$ cat src/rtl/ecc_secded_dec_pipe.sv
// ecc_secded_dec_pipe: two-stage SECDED (extended Hamming) decoder with a
// valid/ready handshake and saturating single/double error counters.
// Stage 1 forms the syndrome and the overall-parity mismatch.
// Stage 2 classifies the error, builds the flip mask and corrects the data.
module ecc_secded_dec_pipe #(
   parameter int DATA_W = 32,
   parameter int CHK_W  = 7,
   parameter int CNT_W  = 16
) (
   input  logic              clk,
   input  logic              rst,
   input  logic              in_valid,
   output logic              in_ready,
   input  logic [DATA_W-1:0] read_bits,
   input  logic [CHK_W-1:0]  read_ecc_bits,
   input  logic              corr_en,
   output logic              out_valid,
   input  logic              out_ready,
   output logic [DATA_W-1:0] data_o,
   output logic [DATA_W-1:0] ecc_msk_o,
   output logic              ecc_sec,
   output logic              ecc_err_det,
   output logic [CNT_W-1:0]  sec_cnt,
   output logic [CNT_W-1:0]  ded_cnt,
   input  logic              cnt_clr
);

   localparam int R = CHK_W - 1;
   localparam int N = DATA_W + R;
   localparam logic [R-1:0] N_L = R'(N);

   // Check width r+1, where r is the smallest value with 2^r >= DATA_W+r+1.
   function automatic int calc_chk_w(input int dw);
      int r;
      r = 0;
      for (int i = 1; i < 16; i++)
         if (r == 0 && (1 << i) >= dw + i + 1) r = i;
      return r + 1;
   endfunction

   // Codeword position of data bit idx: data fills the non-power-of-two
   // positions in ascending order, LSB first.
   function automatic logic [R-1:0] data_pos(input int idx);
      int cnt;
      logic [R-1:0] res;
      cnt = 0;
      res = '0;
      for (int p = 1; p <= N; p++) begin
         if ((p & (p - 1)) != 0) begin
            if (cnt == idx) res = R'(p);
            cnt++;
         end
      end
      return res;
   endfunction

   if (DATA_W < 4 || DATA_W > 128) begin : g_bad_data_w
      $error("ecc_secded_dec_pipe: DATA_W out of range 4..128");
   end
   if (CHK_W != calc_chk_w(DATA_W)) begin : g_bad_chk_w
      $error("ecc_secded_dec_pipe: CHK_W does not match DATA_W");
   end

   logic              stall;
   logic              s1_valid;
   logic [R-1:0]      s1_syn;
   logic              s1_par;
   logic [DATA_W-1:0] s1_data;
   logic              s1_corr;

   logic [R-1:0]      syn_terms [DATA_W];
   logic [R-1:0]      syn_c;
   logic              par_c;
   logic [DATA_W-1:0] mask_c;
   logic              sec_c;
   logic              det_c;
   logic [DATA_W-1:0] data_c;

   assign stall    = out_valid & ~out_ready;
   assign in_ready = ~stall;

   // Per data bit: its syndrome contribution and its mask match.
   for (genvar i = 0; i < DATA_W; i++) begin : g_bit
      localparam logic [R-1:0] POS = data_pos(i);
      assign syn_terms[i] = read_bits[i] ? POS : '0;
      assign mask_c[i]    = s1_par && (s1_syn == POS);
   end

   // Syndrome = recomputed Hamming bits XOR received Hamming bits.
   always_comb begin
      syn_c = read_ecc_bits[R-1:0];
      for (int i = 0; i < DATA_W; i++) syn_c = syn_c ^ syn_terms[i];
   end

   assign par_c = ^{read_bits, read_ecc_bits};

   // Classify the registered syndrome/parity pair into single or uncorrectable.
   always_comb begin
      sec_c = 1'b0;
      det_c = 1'b0;
      if (s1_par) begin
         if (s1_syn > N_L) det_c = 1'b1;
         else              sec_c = 1'b1;
      end else if (s1_syn != '0) begin
         det_c = 1'b1;
      end
   end

   assign data_c = s1_data ^ (s1_corr ? mask_c : '0);

   // Stage 1: capture syndrome, parity mismatch, raw data and mode.
   always_ff @(posedge clk) begin
      if (rst) begin
         s1_valid <= 1'b0;
         s1_syn   <= '0;
         s1_par   <= 1'b0;
         s1_data  <= '0;
         s1_corr  <= 1'b0;
      end else if (!stall) begin
         s1_valid <= in_valid;
         if (in_valid) begin
            s1_syn  <= syn_c;
            s1_par  <= par_c;
            s1_data <= read_bits;
            s1_corr <= corr_en;
         end
      end
   end

   // Stage 2: register the corrected word, mask and error flags.
   always_ff @(posedge clk) begin
      if (rst) begin
         out_valid   <= 1'b0;
         data_o      <= '0;
         ecc_msk_o   <= '0;
         ecc_sec     <= 1'b0;
         ecc_err_det <= 1'b0;
      end else if (!stall) begin
         out_valid <= s1_valid;
         if (s1_valid) begin
            data_o      <= data_c;
            ecc_msk_o   <= mask_c;
            ecc_sec     <= sec_c;
            ecc_err_det <= det_c;
         end
      end
   end

   // Saturating event counters, bumped on output handshakes; clear wins.
   always_ff @(posedge clk) begin
      if (rst || cnt_clr) begin
         sec_cnt <= '0;
         ded_cnt <= '0;
      end else if (out_valid && out_ready) begin
         if (ecc_sec && sec_cnt != '1)     sec_cnt <= sec_cnt + CNT_W'(1);
         if (ecc_err_det && ded_cnt != '1) ded_cnt <= ded_cnt + CNT_W'(1);
      end
   end

endmodule

$ cat config.mk
export PLATFORM = sky130hd
export DESIGN_NAME = ecc_secded_dec_pipe
export DESIGN_NICKNAME = d
export VERILOG_FILES = /design/src/rtl/ecc_secded_dec_pipe.sv
export SDC_FILE = /design/constraint.sdc
export NUM_CORES = 1
export LEC_CHECK = 0
export BUFFER_PORTS_ARGS = -buffer_cell sky130_fd_sc_hd__buf_2
export CORE_MARGIN = 2
export CORE_UTILIZATION = 54
export CTS_CLUSTER_SIZE = 16
export DETAILED_ROUTE_END_ITERATION = 10
export HOLD_SLACK_MARGIN = 0.15
export PLACE_DENSITY = 0.8
export SYNTH_ARGS = -nofsm -noshare
export SYNTH_HDL_FRONTEND = slang
export SYNTH_SLANG_ARGS = --single-unit
$ cat constraint.sdc
create_clock -name clk -period 2.01 [get_ports clk]
set_input_delay 0.201 -clock clk [delete_from_list [all_inputs] [get_ports clk]]
set_output_delay 0.201 -clock clk [all_outputs]
set_load 0.02 [all_outputs]
==> results.yml, run 1 <==
outcome:
  outcome: "finished, violations left"
  violations: "DRC"
synthesis:
  ys_types: 43
  async_reset_ff_frac: 0
  ys_seq_area_frac: 0.437
  netlist_instances: 754
  synth_nets: 801
  synth_edf_count: 0
  yosysWarningCount: 0
  synthFlopType: "dfxtp_1"
  yosys.area.top_type: "dfxtp_1"
  ys_seq_elements: 140
  synth_top_area_frac: 0.437
  syn-mean-instance-area_um2: 8.50
  ys_top_cells_by_area: "dfxtp_1 44%, xnor2_1 9.3%, nor2_1 7.0%"
  syn_area_um2: 6410
placement:
  place_ws_ns: 0.128
  placedCellCount: 1023
  place_area_um2: 7390
  port_buffers: 144
  gp_congestion: 0.865
  dpl.hpwl_um: 11600
global_route:
  track_usage: 0.285
  met1_usage: 0.369
  antenna_found_initial: 0
  grt_pass1_wl_um: 28600
  grt_max_degree: 110
  grt-ovfl-total: 0
  grt_pass1_vias: 5432
  met2_usage: 0.447
  grt_busiest_layer: "met2"
  met3_usage: 0.0825
timing:
  tightest_slew_ns: 0.895
  setup_ws_ns: 0.0395
  slew_viol_final: 0
  fin_crit_ns: 1.97
  period_share: 0.980
  max_freq_mhz: 507
  setup_viol: 0
  finalHoldViolCount: 0
  fin_skew_ns: 0.0104
  maxSlewHeadroom: 0.401
clocking:
  cts_tree: "done"
  clkLatencyLatePin_ns: 0.42
  clk_pin_slew_worst_paths_ns: 0.06
  cts.sinks: 140
  numCtsBuffers: 17
  cts_setup_buffers: 0
  clock_path_buffers: 2
  htreeDepth: 4
  cts-root-buf: "clkbuf_16"
detailed_routing:
  drc: 11
  postRouteAntennaNets: 0
  vias: 6066
  routed_wl_um: 18800
  drt_iter0_drc: 781
  dr.pass1.iters: 9
  vias_per_cell: 5.58
  wl_per_cell_um: 17.3
worst_setup_path:
  max_stage_delay_ns: 0.55
  crit_chain: "dlygate4sd3_1 -> buf_2 -> xnor2_2 -> xnor3_1 -> xnor2_2 -> xnor2_1 -> xnor2_1 -> o31ai_2"
  arrival_ns: 2.31
  reg2reg_slack_ns: 0.22
  r2r_start: "out_valid"
  slowest_stage: "dlygate4sd3_1"
  worstSetupPathType: "in2reg"
  r2r-end: "ecc_msk_o[18]"
  setup.worst_path.end_class: "flop"
  crit_required_ns: 2.35
  r2r_cells: 5
  cp-startpoint: "read_bits[12]"
  cp_max_fo: 2
  cp-start-kind: "input port"
  endpoint: "s1_par"
die:
  die_h_um: 113
  start_util: 0.557
  ios: 145
  fp.dieW_um: 113
  dieArea_um2: 12800
  core_area_um2: 11500
  rows: 39
hold_path:
  worst_hold_path_type: "in2reg"
  hold_depth: 3
  hold_start: "rst"
power_and_ir_drop:
  power.density_nw_per_um2: 931
  p_total_mw: 7.86
  ir_drop_mv: 0.686
  power_leakage_nw: 3.44
flow_run:
  max_cap_viol_count: 0
final_layout:
  final_nets: 979
  antenna_cells: 0
  syn2layout_area_growth_pct: 31.7
  finalNonFillerCells: 1088
  post-route-util: 0.733
  drive_gt1_frac: 0.237
  fin_area_um2: 8440
## worst max-delay path, delay by kind of cell
family / cells / cell delay, ns
AOI/OAI and AO/OA: 1 / 0.18
xor gates and xnor gates: 5 / 1.20
buffers and inverters: 2 / 0.71
## cell usage in the layout (no fill, tap or decap), types with 7 or more instances in the layout
cell type      Yosys  routed
nor2_1           119     119
dfxtp_1          140     140
buf_4              0      24
nor3_1            14      14
clkbuf_16          0      17
nand2_1          117     117
a21oi_1           47      47
a211oi_1          33      33
inv_1              9       9
xor2_1            37      36
xnor2_2            3      13
xnor3_1            8       8
nand3_1           15      15
dlygate4sd3_1      0      33
xnor2_1           68      58
o21ai_0           10      10
buf_2              5     143
nand4_1            7       7
a22oi_1           30      30
or3_1              9       9
## repair_timing
| action | CTS | global route |
|---|---|---|
| hold endpoints to repair | 33 | 0 |
| resized for setup | 0 | 12 |
| setup endpoints to repair | 0 | 5 |
| hold buffers | 33 | 0 |
## flip-flops by register name, indices dropped and copies added (netlist names), 6 cells and up
signal	count
data_o	32
ded_cnt	16
ecc_msk_o	32
s1_data	32
s1_syn	6
sec_cnt	16
## cell usage after synthesis (2+ instances only)
cell type	number
a211oi_1	33
a21oi_1	47
a22oi_1	30
a311oi_1	3
and2_1	3
and4_1	2
buf_1	6
buf_2	5
clkbuf_1	34
dfxtp_1	140
ha_1	2
inv_1	9
mux2i_1	4
nand2_1	117
nand2b_1	5
nand3_1	15
nand3b_1	2
nand4_1	7
nor2_1	119
nor3_1	14
nor4_1	3
o211ai_1	2
o21ai_0	10
or2_2	3
or3_1	9
xnor2_1	68
xnor2_2	3
xnor3_1	8
xor2_1	37
## power by group
| part | internal, mW | switching [mW] |
|---|---|---|
| clock network | 2.12 | 1.22 |
| registers | 2.91 | 0.143 |
| logic | 0.679 | 0.794 |
| total | 5.70 | 2.16 |
## cell type report
cell class	instances	area, um^2
Clock inverter	13	190
Fill cell	797	3070
Timing Repair Buffer	204	1310
Sequential cell	140	2800
Multi-Input combinational cell	560	3490
Tap cell	143	179
Clock buffer	19	443
Inverter	9	33.8
## logic make-up (layout without fill, tap and decap cells)
logic type      after synthesis  in the layout  share of synthesized area
fa+ha+maj                     2              2                    0.00390
flops                       140            140                      0.437
xor+xnor                    117            117                      0.183
compound gates              132            132                      0.134
buf+inv                      54            245                     0.0326
mux                           4              4                    0.00625
simple gates                305            305                      0.203
## per-layer routing
metal  vias to the layer above  wire length, um  share of wire
li1                       2900                -              -
met1                      2775             7620           0.40
met2                       335             9040           0.48
met3                        56             1600          0.085
met4                         0              578          0.031
met5                         -                0              0
## worst min path at each step
stage | end | slack [ns]
after floorplan | s1_corr | 0.34
after global placement | s1_corr | 0.44
after detailed placement | s1_corr | 0.45
after CTS | out_valid | 0.29
after global routing | ecc_msk_o[18] | 0.34
final | ecc_msk_o[24] | 0.31
## metrics by stage
step / TNS (ns) / hold slack, ns
floorplan: 0 / 0.337
global placement: 0 / 0.445
detailed placement: 0 / 0.450
CTS: 0 / 0.286
global route: -0.0139 / 0.338
finish: 0 / 0.306
Note: power is estimated with default switching activity, not from simulation.
==> run 2, diff against run 1 <==
==> config.mk (replaced) <==
export PLATFORM = sky130hd
export DESIGN_NAME = ecc_secded_dec_pipe
export DESIGN_NICKNAME = d
export VERILOG_FILES = /design/src/rtl/ecc_secded_dec_pipe.sv
export SDC_FILE = /design/constraint.sdc
export NUM_CORES = 1
export LEC_CHECK = 0
export BUFFER_PORTS_ARGS = -buffer_cell sky130_fd_sc_hd__buf_4
export CORE_MARGIN = 2
export CORE_UTILIZATION = 35
export CTS_CLUSTER_SIZE = 16
export DETAILED_ROUTE_END_ITERATION = 10
export HOLD_SLACK_MARGIN = 0.15
export SYNTH_ARGS = -nofsm -noshare
export SYNTH_HDL_FRONTEND = slang
export SYNTH_SLANG_ARGS = --single-unit
==> results.yml, run 2 (synthesis results as in run 1) <==
outcome:
  outcome: "complete, no violations"
final_layout:
  final_common_cell: "buf_4"
  syn2layout_area_growth_pct: 38.4
  fillCellCount: 1712
  drive_gt1_frac: 0.236
  mostFrequentLayoutCells: "177 x buf_4, 140 x dfxtp_1, 119 x nor2_1, 117 x nand2_1, 64 x xnor2_1"
  reg_top3: "data_o x32, ecc_msk_o x32, s1_data x32"
  post-route-util: 0.494
  final_nets: 988
timing:
  fin_skew_ns: 0.00670
  slew_viol_final: 0
  finalHoldViolCount: 0
  fin_crit_ns: 1.97
  tightest_slew_ns: 0.963
  tns_ns: 0
  period_share: 0.980
  setup_viol: 0
  timing.hold.ws_ns: 0.276
  max_freq_mhz: 508
  maxSlewHeadroom: 0.356
global_route:
  grt_pass1_wl_um: 29200
  grt-ovfl-total: 0
  grt_max_degree: 110
  track_usage: 0.190
  grt_pass1_vias: 5380
  antenna_found_initial: 1
detailed_routing:
  dr.pass1.iters: 5
  wl_per_cell_um: 15.6
  drt_iter0_drc: 317
  routed_wl_um: 18500
  postRouteAntennaNets: 0
  vias_per_cell: 4.86
  vias: 5749
  drc: 0
clocking:
  clkLatencyLatePin_ns: 0.41
  clk_pin_slew_worst_paths_ns: 0.06
  clock_path_buffers: 2
  cts-root-buf: "clkbuf_16"
  cts_tree: "done"
  htreeDepth: 4
  cts.sinks: 140
  numCtsBuffers: 17
  cts_setup_buffers: 0
placement:
  gp_congestion: 0.858
  dpl.hpwl_um: 13200
  port_buffers: 144
hold_path:
  hold_start: "in_valid"
  hold_end: "s1_data[27]"
  worst_hold_path_type: "in2reg"
  hold_depth: 4
power_and_ir_drop:
  power.density_nw_per_um2: 865
  ir_drop_mv: 0.600
  intPower_mw: 5.60
  sw_frac_of_total: 0.270
  power_leakage_nw: 3.46
  switchingPower_mw: 2.07
  combPwrFrac: 0.197
  p_seq_frac: 0.396
  p_total_mw: 7.67
  p_clk_frac: 0.407
worst_setup_path:
  r2r-end: "data_o[25]"
  r2r_cells: 6
  reg2reg_slack_ns: 0.22
  worstSetupPathType: "in2reg"
  crit_required_ns: 2.29
  arrival_ns: 2.25
  r2r_start: "s1_syn[3]"
  cp-start-kind: "input port"
  setup.worst_path.end_class: "flop"
  cp_max_fo: 4
die:
  start_util: 0.357
  rows: 49
  die_h_um: 139
  fp.dieW_um: 139
  core_area_um2: 18000
  ios: 145
  dieArea_um2: 19400
flow_run:
  max_cap_viol_count: 0
-- run 2: what timing repair did --
item | CTS | global route
gates resized for setup | 0 | 5
endpoints found under the hold margin | 33 | 0
hold buffers | 33 | 0
setup endpoints to repair | 0 | 3
-- run 2: cell type report --
| type | instances | area, um^2 | area share |
|---|---|---|---|
| Antenna cell | 1 | 2.50 | 0.000282 |
| Tap cell | 229 | 287 | 0.0323 |
| Timing Repair Buffer | 213 | 1720 | 0.194 |
| Clock buffer | 18 | 439 | 0.0495 |
| Inverter | 9 | 33.8 | 0.00381 |
| Multi-Input combinational cell | 560 | 3440 | 0.387 |
| Clock inverter | 12 | 149 | 0.0168 |
| Sequential cell | 140 | 2800 | 0.316 |
-- run 2: power by group through the flow --
| stage | Combinational [mW] | Sequential (mW) | Clock [mW] |
|---|---|---|---|
| finish | 1.51 | 3.03 | 3.13 |
| global route | 1.63 | 3.05 | 3.34 |
| CTS | 1.49 | 3.03 | 3.21 |
| detailed placement | 1.43 | 3.09 | 0 |
| global placement | 1.42 | 3.09 | 0 |
| floorplan | 0.916 | 3.11 | 0 |
-- run 2: stage by stage --
| stage | instances | worst slack [ns] | area, um^2 |
|---|---|---|---|
| after global placement | 1118 | 0.192 | 7910 |
| after floorplan | 754 | 0.148 | 6410 |
| after detailed placement | 1118 | 0.104 | 7910 |
| after global routing | 1182 | -0.0117 | 8870 |
| after CTS | 1181 | 0.0191 | 8830 |
| final | 1182 | 0.0406 | 8870 |
-- run 2: layer usage --
layer  vias up  GRT usage  wire length [um]
li1       2925          -                 -
met1      2637      0.257              8400
met2       166      0.304              8740
met3        21     0.0475              1040
met4         0     0.0532               308
met5         -          0                 0
-- run 2: worst max path at each step --
stage / startpoint / to / slack, ns / cells past startpoint
after floorplan: ded_cnt[7] / ded_cnt[15] / 0.15 / 5
after global placement: ded_cnt[7] / ded_cnt[15] / 0.19 / 5
after detailed placement: ded_cnt[7] / ded_cnt[15] / 0.10 / 5
after CTS: read_bits[25] / s1_par / 0.02 / 8
after global routing: read_bits[25] / s1_par / -0.01 / 8
final: read_bits[25] / s1_par / 0.04 / 8
-- run 2: worst max-delay path, stage by stage --
cell	delay (ns)
dlygate4sd3_1	0.54
buf_4	0.16
xnor2_1	0.22
xnor2_1	0.19
xnor2_2	0.17
xnor3_1	0.47
xnor2_1	0.24
o31ai_2	0.07
